## src/rtl/alu_arbiter.sv

```systemverilog
// Two-port round-robin front end for the shared 8-bit ALU: grants one requester,
// drives its operands for a single execute cycle, then returns the registered result.
module alu_arbiter #(
  parameter int W    = 8,
  parameter int OPW  = 3,
  parameter int CNTW = 16
) (
  input  logic            clk_i,
  input  logic            rst_ni,
  input  logic            req0_valid_i,
  input  logic            req1_valid_i,
  output logic            req0_ready_o,
  output logic            req1_ready_o,
  input  logic [W-1:0]    req0_a_i,
  input  logic [W-1:0]    req0_b_i,
  input  logic [W-1:0]    req1_a_i,
  input  logic [W-1:0]    req1_b_i,
  input  logic [OPW-1:0]  req0_op_i,
  input  logic [OPW-1:0]  req1_op_i,
  output logic            rsp0_valid_o,
  output logic            rsp1_valid_o,
  input  logic            rsp0_ready_i,
  input  logic            rsp1_ready_i,
  output logic [W-1:0]    rsp_data_o,
  output logic [W-1:0]    alu_a_o,
  output logic [W-1:0]    alu_b_o,
  output logic [OPW-1:0]  alu_op_o,
  input  logic [W-1:0]    alu_res_i,
  output logic            busy_o,
  output logic [CNTW-1:0] op_count_o
);

  typedef enum logic [1:0] {IDLE, EXEC, RESP} state_e;

  state_e          state_q, state_d;
  logic            last_q, last_d;
  logic            own_q, own_d;
  logic [W-1:0]    a_q, a_d, b_q, b_d, res_q, res_d;
  logic [OPW-1:0]  op_q, op_d;
  logic [CNTW-1:0] cnt_q, cnt_d;
  logic [1:0]      vld, gnt, rdy, rsp_rdy;

  assign vld     = {req1_valid_i, req0_valid_i};
  assign rsp_rdy = {rsp1_ready_i, rsp0_ready_i};

  // On contention the requester that did not win last time goes first.
  always_comb begin
    gnt = vld;
    if (vld == 2'b11) gnt = last_q ? 2'b01 : 2'b10;
  end

  // Gated by reset so no handshake is offered while the block is held in reset.
  assign rdy = (state_q == IDLE && rst_ni) ? gnt : 2'b00;

  always_comb begin
    state_d = state_q;
    last_d  = last_q;
    own_d   = own_q;
    a_d     = a_q;
    b_d     = b_q;
    op_d    = op_q;
    res_d   = res_q;
    cnt_d   = cnt_q;
    case (state_q)
      IDLE: begin
        if (|rdy) begin
          own_d   = rdy[1];
          last_d  = rdy[1];
          a_d     = rdy[1] ? req1_a_i  : req0_a_i;
          b_d     = rdy[1] ? req1_b_i  : req0_b_i;
          op_d    = rdy[1] ? req1_op_i : req0_op_i;
          state_d = EXEC;
        end
      end
      EXEC: begin
        res_d   = alu_res_i;
        state_d = RESP;
      end
      RESP: begin
        if (rsp_rdy[own_q]) begin
          cnt_d   = cnt_q + CNTW'(1);
          state_d = IDLE;
        end
      end
      default: state_d = IDLE;
    endcase
  end

  always_ff @(posedge clk_i or negedge rst_ni) begin
    if (!rst_ni) begin
      state_q <= IDLE;
      last_q  <= 1'b1;
      own_q   <= 1'b0;
      a_q     <= '0;
      b_q     <= '0;
      op_q    <= '0;
      res_q   <= '0;
      cnt_q   <= '0;
    end else begin
      state_q <= state_d;
      last_q  <= last_d;
      own_q   <= own_d;
      a_q     <= a_d;
      b_q     <= b_d;
      op_q    <= op_d;
      res_q   <= res_d;
      cnt_q   <= cnt_d;
    end
  end

  assign req0_ready_o = rdy[0];
  assign req1_ready_o = rdy[1];
  assign rsp0_valid_o = (state_q == RESP) && !own_q;
  assign rsp1_valid_o = (state_q == RESP) &&  own_q;
  assign busy_o       = (state_q != IDLE);
  assign rsp_data_o   = res_q;
  assign alu_a_o      = a_q;
  assign alu_b_o      = b_q;
  assign alu_op_o     = op_q;
  assign op_count_o   = cnt_q;

endmodule

```

## config.mk

```make
export PLATFORM = sky130hd
export DESIGN_NAME = alu_arbiter
export DESIGN_NICKNAME = d
export VERILOG_FILES = /design/src/rtl/alu_arbiter.sv
export SDC_FILE = /design/constraint.sdc
export NUM_CORES = 1
export LEC_CHECK = 0
export CAP_MARGIN = 0
export CORE_ASPECT_RATIO = 0.75
export CORE_MARGIN = 3
export CORE_UTILIZATION = 40
export DETAILED_ROUTE_END_ITERATION = 10
export HOLD_SLACK_MARGIN = 0.12
export PLACE_DENSITY = 0.9
export SLEW_MARGIN = 20
export SYNTH_ARGS = -nofsm -noshare
export SYNTH_HDL_FRONTEND = slang
export SYNTH_SLANG_ARGS = --single-unit
```

## constraint.sdc

```tcl
create_clock -name clk_i -period 1.8 [get_ports clk_i]
set_clock_uncertainty 0.05 [all_clocks]
set_input_delay 0.18 -clock clk_i [delete_from_list [all_inputs] [get_ports clk_i]]
set_output_delay 0.18 -clock clk_i [all_outputs]
set_load 0.05 [all_outputs]
```

; ---- Word level (Yosys, flattened, before mapping)
; Cells that the tools add are included.
[word_totals]
reg_bits = 47
input_bits = 52
out_inout_bits = 48
word_cells = 36
[classes]
add_sub_neg = 1
magnitude_cmp = 1
eq_ne = 5
mux = 11
n_reduce_logical = 10
[ops]
columns = operator, count
row1 = $add 16x1->16 const B, 1
row2 = $mux 8, 2
row3 = $mux 2, 5
row4 = $pmux 2 s3, 1
row5 = $reduce_and 2->1, 3
row6 = $eq 2x2->1 const B, 2
row7 = $logic_and 1x1->1, 3
row8 = $mux 3, 1
row9 = $eq 2x1->1 const B, 1
row10 = $logic_not 2->1, 1
row11 = $lt 1x2->1 const B, 1
row12 = $mux 1, 2
row13 = $ne 2x1->1 const B, 1
row14 = $ne 2x2->1 const B, 1
row15 = $reduce_bool 2->1, 1
row16 = $reduce_or 2->1, 1
row17 = $logic_not 1->1, 1

; ---- Logic depth before layout (Yosys ltp)
; Gate-level depths: netlist of the first run.
[logic_depth]
depth_word = 6
mapped_depth = 6

; ---- Worst setup path after synthesis of the first run
; Ideal clock, no wire load.
[synth_path]
path_type = register to register
startpoint = reg cnt_q[0] (netlist: op_count_o[0])
endpoint = reg cnt_q[12] (netlist: op_count_o[12])
setup_time_ns = 0.141
arrival_ns = 1.480
required_time_ns = 1.609
path_slack_ns = 0.129
path_stages_with_launch = 6
period_less_slack_ns = 1.671
cell_sequence = dfrtp_1 > ha_1 > nand2_1 > nor2_1 > nand4_1 > xnor2_1
[synth_via]
elab_chain_cells = 1
[synth_lines]
columns = element, line
row1 = start: declaration, 40  ; logic [CNTW-1:0] cnt_q, cnt_d;
row2 = start signal: assignment, 107  ; cnt_q <= cnt_d;
row3 = $add 16x1->16, 81  ; cnt_d = cnt_q + CNTW'(1);
; No other way between the ends.
; A chain may end at the register's enable or synchronous reset.

; ---- Worst setup path after layout of the first run
[layout_path]
startpoint = reg cnt_q[12] (netlist: op_count_o[12])
endpoint = out op_count_o[12]
[layout_rtl]
columns = element, line
row1 = end: declaration, 30  ; output logic [CNTW-1:0] op_count_o
; No word-level cell between the ends.

==> results.txt, run 1 <==
- Highest clock rate: 0.571 GHz
- After routing, the total negative slack on setup checks comes to 0 ns.
- Remaining antenna violation count: 0
* Leakage power figure: 1.47 nW
- Startpoint type of the worst setup path: register
* Worst slew slack as a fraction of its limit: 0.605
- Peak fanout along the critical path: 3
* Height of the chip: 68.4 um
- Flops & latches, synth: 47
- Post-Synthesis Net Count: 260
* Endpoint of the worst-slack reg-to-reg timing path: op_count_o[12]
- The floorplan has 22 rows.
- Final-stage net count: 365
* TritonCTS clock tree: built
* # fillers: 392
- On the final layout, the worst hold slack is 0.396 ns.
- Number of input and output port buffers inserted: 99
* Minimum setup slack among reg-to-reg paths: 0.28 ns
* Status: completed
* Number of detailed-routing iterations run before antenna repair: 4
- For this design the ratio of total power to cell area is 1740 nW/um^2.
- Area of all sequential standard cells: 1180 sq um
- For the worst setup path, the data arrival time is 1.52 ns.
- Worst hold path cell count: 3
- Clock Tree Buf Depth: 2
- In this run the clock root is driven by a sky130_fd_sc_hd__clkbuf_8.
- Clock Pin Slew Worst Setup and Hold Paths: 0.08 ns
* Hold WC Path Type: in2reg
* Area share of the largest cell type after synthesis: 0.555
* Cell with the biggest individual delay on the critical path: sky130_fd_sc_hd__clkdlybuf4s50_1
- In this run the most critical hold path is launched from req0_a_i[3].
* Buffering stage count on the worst path with inverters included: 1
- Destination of the worst hold path: alu_a_o[3]
- Subtracting the final worst setup slack from the clock period gives 1.75 ns.
- Horiz. Die Dim: 89.1 um
- The share of the Yosys chip area taken by registers is 0.568.
- Peak supply drop: 927 uV
* Clock buffer count from CTS: 5
- Depth of the worst register-to-register path: 5
* Setup Crit Path Kind: reg2out
- Setup violations, final: 0
- Total via count in the routed design: 1873
* Post-synthesis cell area: 2070 sq um
* Pin slew with the least headroom to its limit: 0.592 ns
* HPWL after detailed placement: 3870 um
- Required time of the critical path: 1.57 ns
* R2R Path Start: op_count_o[0]
* Top flip-flop cell by instance count after synthesis: sky130_fd_sc_hd__dfrtp_1
- The clock reaches the later pin of the worst-skew pair after 0.29 ns.
- Initial core utilization: 0.418
- Total routing resource utilization after global routing: 0.169
* Number of flops mapped to enable cells by yosys: 0
- The cell family contributing the most delay on the critical path is buffers and inverters.
* Via count of the first global-routing pass: 1820
- The area growth from synthesis to layout is 60.6%.
- OpenSTA, run right after detailed placement, puts the worst setup slack at 0.150 ns.
- Fraction of layout instances using a drive strength above 1: 0.150
- After detailed routing, the average wire length per cell comes to 14.6 um.
- Pins Over Slew Limit: 0
- The tree built by TritonCTS fans out to 47 sinks.
* Share of async-settable or async-resettable flops after synthesis: 1.00
* Die Footprint: 6090 sq um
- Final GP Congestion: 0.771
* Area taken by multi-input logic gates: 847 sq um
* Critical path capture point type: output port
- The Yosys step of the flow raised 0 warnings.
- Top cell types by occurrence after synthesis: sky130_fd_sc_hd__nand2_1, sky130_fd_sc_hd__dfrtp_1, sky130_fd_sc_hd__nor2_1
* Global-route wire length before repair: 7980 um
- Synthesized area per cell: 10.0 sq um
* Syn Inst Count: 207
- In this design, the stage delay of the slowest critical-path cell is 0.83 ns.
- Maximum number of pins on one net before global-route repair: 48
- After detailed routing, the total wire length is 5450 um.
- The number of antenna violations at the first check in global routing was 0.
- Max-cap violations in this run came to 0.
- The repair_antennas step left the layout with diodes totalling 0.
* Post-route worst setup slack: 0.0479 ns
- The synthesized design spends more area on one cell type than any other, namely sky130_fd_sc_hd__dfrtp_1.
- Leading post-synthesis cells by cell area: sky130_fd_sc_hd__dfrtp_1, sky130_fd_sc_hd__nand2_1, sky130_fd_sc_hd__a31oi_1, sky130_fd_sc_hd__mux2_2, sky130_fd_sc_hd__nor2_1
- After floorplanning, the core was sized to cover 4950 sq um.
* Top Ports: 100
* Total grt overflow: 0
* Number of DRC violations after detailed-routing iteration 0: 62
- The clock tree synthesis step divided the H-tree into 2 levels.
- Cells traversed along the worst timing path: clkdlybuf4s50_1
* Distinct cell type count after synthesis: 28
* Most frequent cell after synthesis: sky130_fd_sc_hd__nand2_1
* DRC: 0
- Final Hold Fails: 0
- Fin crit share: 0.973
- Using the TritonRoute via totals, the vias-per-cell ratio works out to 5.02.
cell type report:
| cell class | instances | area share |
|---|---|---|
| clock buffers | 8 | 0.0301 |
| multi-input cells | 148 | 0.254 |
| inverters | 3 | 0.00564 |
| flip-flops and latches | 47 | 0.354 |
| well taps | 60 | 0.0225 |
| repair buffers | 107 | 0.334 |
power by group:
part           internal, mW  total, mW  switching (mW)
Combinational          1.22       3.35            2.13
Clock                 0.351      0.684           0.333
Sequential             1.48       1.76           0.285
cell usage in the layout, fill, tap and decap left out, types with 3 or more instances in the layout:
cell type	count
sky130_fd_sc_hd__a31oi_1	19
sky130_fd_sc_hd__buf_12	5
sky130_fd_sc_hd__buf_4	15
sky130_fd_sc_hd__clkbuf_8	7
sky130_fd_sc_hd__clkdlybuf4s50_1	82
sky130_fd_sc_hd__dfrtp_1	46
sky130_fd_sc_hd__mux2_2	9
sky130_fd_sc_hd__nand2_1	49
sky130_fd_sc_hd__nand2b_1	4
sky130_fd_sc_hd__nand3_1	7
sky130_fd_sc_hd__nand4_1	3
sky130_fd_sc_hd__nor2_1	26
sky130_fd_sc_hd__xnor2_1	11
sky130_fd_sc_hd__xor2_1	4
worst register-to-register path: stages, from the launching register on:
cell,delay (ns)
sky130_fd_sc_hd__dfrtp_1,0.44
sky130_fd_sc_hd__ha_1,0.25
sky130_fd_sc_hd__nand2_1,0.07
sky130_fd_sc_hd__nor2_1,0.27
sky130_fd_sc_hd__nand4_1,0.17
sky130_fd_sc_hd__xnor2_1,0.16
layer usage:
metal,track usage,share of wire,vias up
li1,-,-,899
met1,0.207,0.44,906
met2,0.287,0.48,66
met3,0.0590,0.080,2
met4,0.0428,0.0040,0
met5,0,0,-
worst max-delay path by stage:
stage                     slack (ns)           start  depth (start not counted)              to
after floorplan                 0.13   op_count_o[0]                          5  op_count_o[12]
after global placement          0.24    req0_valid_i                          6    req1_ready_o
after detailed placement        0.15    rsp1_ready_i                          5  op_count_o[12]
after CTS                       0.03      state_q[0]                          4    req0_ready_o
after global routing           -0.04      state_q[1]                          5    req1_ready_o
final                           0.05  op_count_o[12]                          1  op_count_o[12]
sequential cells by signal, indices dropped and copies added (netlist names):
name and count:
rsp_data_o 8, alu_a_o 8, last_q 1, alu_b_o 8, own_q 1, state_q 2
alu_op_o 3, op_count_o 16
metrics by stage:
stage | total power [mW] | util | instances | area (sq um)
finish | 5.79 | 0.672 | 373 | 3330
detailed placement | 5.08 | 0.634 | 360 | 3140
floorplan | 3.88 | - | 207 | 2070
global route | 6.09 | 0.672 | 373 | 3330
CTS | 5.77 | 0.657 | 369 | 3260
global placement | 5.01 | 0.634 | 360 | 3140
kinds of logic after synthesis:
family,Yosys count,share of synthesized area
adder cells (fa/ha/maj),1,0.00603
buffers and inverters,12,0.0259
multiplexers,11,0.0591
flip-flops,47,0.568
AND/OR/NAND/NOR,100,0.215
XOR/XNOR,15,0.0634
AO/OA/AOI/OAI,21,0.0622
timing repair:
action	CTS	global route
resized for setup	3	4
setup buffers	0	2
pin swaps	2	2
hold buffers	1	0
cloned	0	2
endpoints found under the setup margin	2	3
hold endpoints to repair	46	0
No activity file was read; power rests on OpenSTA's default activity.
==> run 2, diff against run 1 <==
--- a/config.mk
+++ b/config.mk
@@ -8,10 +8,10 @@
 export CAP_MARGIN = 0
 export CORE_ASPECT_RATIO = 0.75
 export CORE_MARGIN = 3
-export CORE_UTILIZATION = 40
+export CORE_UTILIZATION = 36
 export DETAILED_ROUTE_END_ITERATION = 10
 export HOLD_SLACK_MARGIN = 0.12
-export PLACE_DENSITY = 0.9
+export PLACE_DENSITY = 0.86
 export SLEW_MARGIN = 20
 export SYNTH_ARGS = -nofsm -noshare
 export SYNTH_HDL_FRONTEND = slang
==> constraint.sdc (replaced) <==
create_clock -name clk_i -period 1.5 [get_ports clk_i]
set_clock_uncertainty 0.05 [all_clocks]
set_input_delay 0.15 -clock clk_i [delete_from_list [all_inputs] [get_ports clk_i]]
set_output_delay 0.15 -clock clk_i [all_outputs]
set_load 0.05 [all_outputs]
==> results.txt, run 2 (synthesis results as in run 1) <==
- The routed length per placed instance is 18.8 um (+29%).
- The final net count is 392 (+7.4%).
- The relative max-transition margin came to 0.594 (-0.0110).
* Post-route worst setup slack: -0.263 ns (-0.311 ns)
* Pwr/cell area: 2010 nW/um^2 (+16%)
- The end-of-flow core utilization came to 0.760 (+0.0878).
- Setup violations, final: 39 (+39)
- Drt via density: 5.07 (+0.92%)
* Highest clock rate: 0.567 GHz
- STA classifies the critical path startpoint as a register.
* Number of detailed-routing iterations run before antenna repair: 5 (+1)
- The residual DRC count came to 0 (unchanged).
* Peak fanout along the critical path: 2 (-1)
* Sequential fraction of design power: 0.259 (-0.045)
- Total routing resource utilization after global routing: 0.188 (+0.0191)
- Number of core rows: 23 (+4.5%)
- The largest voltage drop on the vdd net came to 1400 uV (+51%).
- Violated checks: negative setup slack
- The layout cell share with drive strength beyond 1 is 0.468 (+0.317).
* Setup Crit Path Kind: reg2out
- STA classifies the critical path endpoint as an output port.
- In this run the critical register-to-register path is launched from state_q[1].
* Number of input and output port buffers inserted: 99 (unchanged)
* Number of antenna diodes: 0 (unchanged)
- Fin crit share: 1.18
* Horiz. Die Dim: 93.6 um (+5.0%)
* Destination of the worst hold path: alu_a_o[2]
- The final instance area was 4150 sq um (+25%).
- The I/O pin total is 100 (unchanged).
* Via count of the first global-routing pass: 2036 (+12%)
- Worst hold slack: 0.334 ns (-0.0624 ns)
- Most used cells in the layout excluding fill and tap cells: sky130_fd_sc_hd__clkdlybuf4s50_1, sky130_fd_sc_hd__buf_4, sky130_fd_sc_hd__dfrtp_1
- Core area: 5470 sq um (+10%)
- The post-placement setup slack came to -0.0792 ns (-0.229 ns).
- The total length of routed wires is 7800 um (+43%).
* Depth of the worst register-to-register path: 7 (+2)
- Post-placement cell area: 3390 sq um (+7.9%)
* Unrepaired setup endpoints after global routing: true
* HPWL after detailed placement: 4150 um (+7.4%)
- The setup slack of the worst register-to-register path was -0.19 ns (-0.47 ns).
* TritonCTS clock tree: built
- The number of H-tree levels is 2 (unchanged).
* Antenna violations before repair: 0 (unchanged)
* Number of DRC violations after detailed-routing iteration 0: 88 (+42%)
- The net switching fraction of the power came to 0.468 (-0.00675).
- Final Hold Fails: 0 (unchanged)
- The reported leakage power is 1.81 nW (+23%).
- Initial core utilization: 0.379 (-0.0393)
- Final GP Congestion: 0.737 (-4.5%)
- Worst hold path cell count: 3 (unchanged)
- The actual transition at the worst max-transition pin was 0.609 ns (+0.0165 ns).
* Library cell used as clock root buffer: sky130_fd_sc_hd__clkbuf_8
* Endpoint of the worst-slack reg-to-reg timing path: alu_op_o[1]
- Clock Pin Slew Worst Setup and Hold Paths: 0.10 ns (+0.02 ns)
- The net switching power of the design was 3.91 mW (+42%).
- Fraction of power consumed by the clock network: 0.118 (about the same)
* Power consumption: 8.35 mW (+44%)
- The die outline area came to 6710 sq um (+10%).
- Critical path data arrival time: 1.56 ns (+0.04 ns)
- The routed via count came to 2103 (+12%).
- The routed design could run at a clock period as short as 1.76 ns.
* Clock Sink Count: 47 (unchanged)
- Comb pwr share: 0.623 (+0.045)
- Height of the chip: 71.7 um (+4.9%)
* Remaining antenna violation count: 0 (unchanged)
- Status: finished with violations
* Most common cell after layout, fill and taps aside: sky130_fd_sc_hd__clkdlybuf4s50_1
- The number of buffers added by the clock tree synthesis step was 5 (unchanged).
- Required time of the critical path: 1.30 ns (-0.27 ns)
- Pins Over Slew Limit: 0 (unchanged)
- The global-route wire length before repair was 9870 um (+24%).
- The number of flip-flops in the largest register was 16 (unchanged).
- The maximum clock path buffer count is 2 (unchanged).
* Hold WC Path Type: in2reg
- Cell-internal power: 4.45 mW (+46%)
- Synthesis-to-layout area growth: 100%
- Min-Delay Startpoint: req0_a_i[2]
* Maximum number of pins on one net before global-route repair: 48 (unchanged)
- Total grt overflow: 0 (unchanged)
* Count of maximum capacitance violations: 0 (unchanged)
- The clock latency at the later pin of the worst-skew pair came to 0.31 ns (+0.02 ns).
-- run 2: cell types whose count changed in the layout (fill, tap and decap cells not counted), sizes merged --
cell           delta
buf              +57
bufinv            +1
clkbuf            +1
clkdlybuf4s50    -32
clkinv            +1
dlymetal6s2s      -1
-- run 2: final cells by class --
class	count	area [sq um]
Clock buffer	6	82.6
Clock inverter	2	35.0
Fill cell	347	1310
Inverter	3	16.3
Multi-Input combinational cell	148	1130
Sequential cell	47	1190
Tap cell	75	93.8
Timing Repair Buffer	134	1610
-- run 2: worst max path at each step --
stage / startpoint / to / slack, ns / cells after the start
floorplan: op_count_o[8] / op_count_o[12] / 0.001 / 4
global placement: rsp1_ready_i / op_count_o[15] / -0.02 / 5
detailed placement: rsp0_ready_i / op_count_o[12] / -0.08 / 5
CTS: state_q[0] / req1_ready_o / -0.13 / 5
global route: state_q[1] / req1_ready_o / -0.30 / 5
finish: state_q[1] / req0_ready_o / -0.26 / 5
-- run 2: metal layers --
| metal | part of all wire | track usage | wire [um] |
|---|---|---|---|
| met2 | 0.50 | 0.313 | 3870 |
| met5 | 0 | 0 | 0 |
| met3 | 0.089 | 0.0504 | 693 |
| met4 | 0.029 | 0.0689 | 226 |
| met1 | 0.39 | 0.238 | 3010 |
-- run 2: metrics by stage --
stage          std cells  setup TNS, ns
2_1_floorplan        207              0
3_3_place_gp         387        -0.0591
3_5_place_dp         387         -0.422
4_1_cts              409         -0.245
5_1_grt              415          -5.93
6_report             415          -4.31
-- run 2: what timing repair did --
action / in CTS / in global routing
setup buffers: 10 / 3
pin swaps: 6 / 15
hold buffers: 1 / 0
resized for setup: 24 / 61
gates cloned: 3 / 6
endpoints found under the setup margin: 5 / 40
endpoints found under the hold margin: 46 / 0
-- run 2: power groups by stage --
stage | logic, mW | registers, mW | clock network, mW
6_report | 5.21 | 2.17 | 0.982
5_1_grt | 5.42 | 2.21 | 1.04
4_1_cts | 4.67 | 2.09 | 0.979
3_5_place_dp | 4.29 | 2.12 | 0
3_3_place_gp | 4.22 | 2.09 | 0
2_1_floorplan | 1.01 | 3.67 | 0
-- run 2: critical path, cell delays in order (launching register included) --
cell and delay [ns]:
sky130_fd_sc_hd__dfrtp_1 0.43, sky130_fd_sc_hd__nor3b_2 0.32, sky130_fd_sc_hd__nand3_2 0.16, sky130_fd_sc_hd__inv_2 0.11
sky130_fd_sc_hd__buf_12 0.11, sky130_fd_sc_hd__buf_12 0.12
==> run 3, diff against run 2 <==
--- a/config.mk
+++ b/config.mk
@@ -10,7 +10,6 @@
 export CORE_MARGIN = 3
 export CORE_UTILIZATION = 36
 export DETAILED_ROUTE_END_ITERATION = 10
-export HOLD_SLACK_MARGIN = 0.12
 export PLACE_DENSITY = 0.86
 export SLEW_MARGIN = 20
 export SYNTH_ARGS = -nofsm -noshare
==> results of run 3 <==
Same layout as run 2: the final DEF is identical, and so are final timing and power.
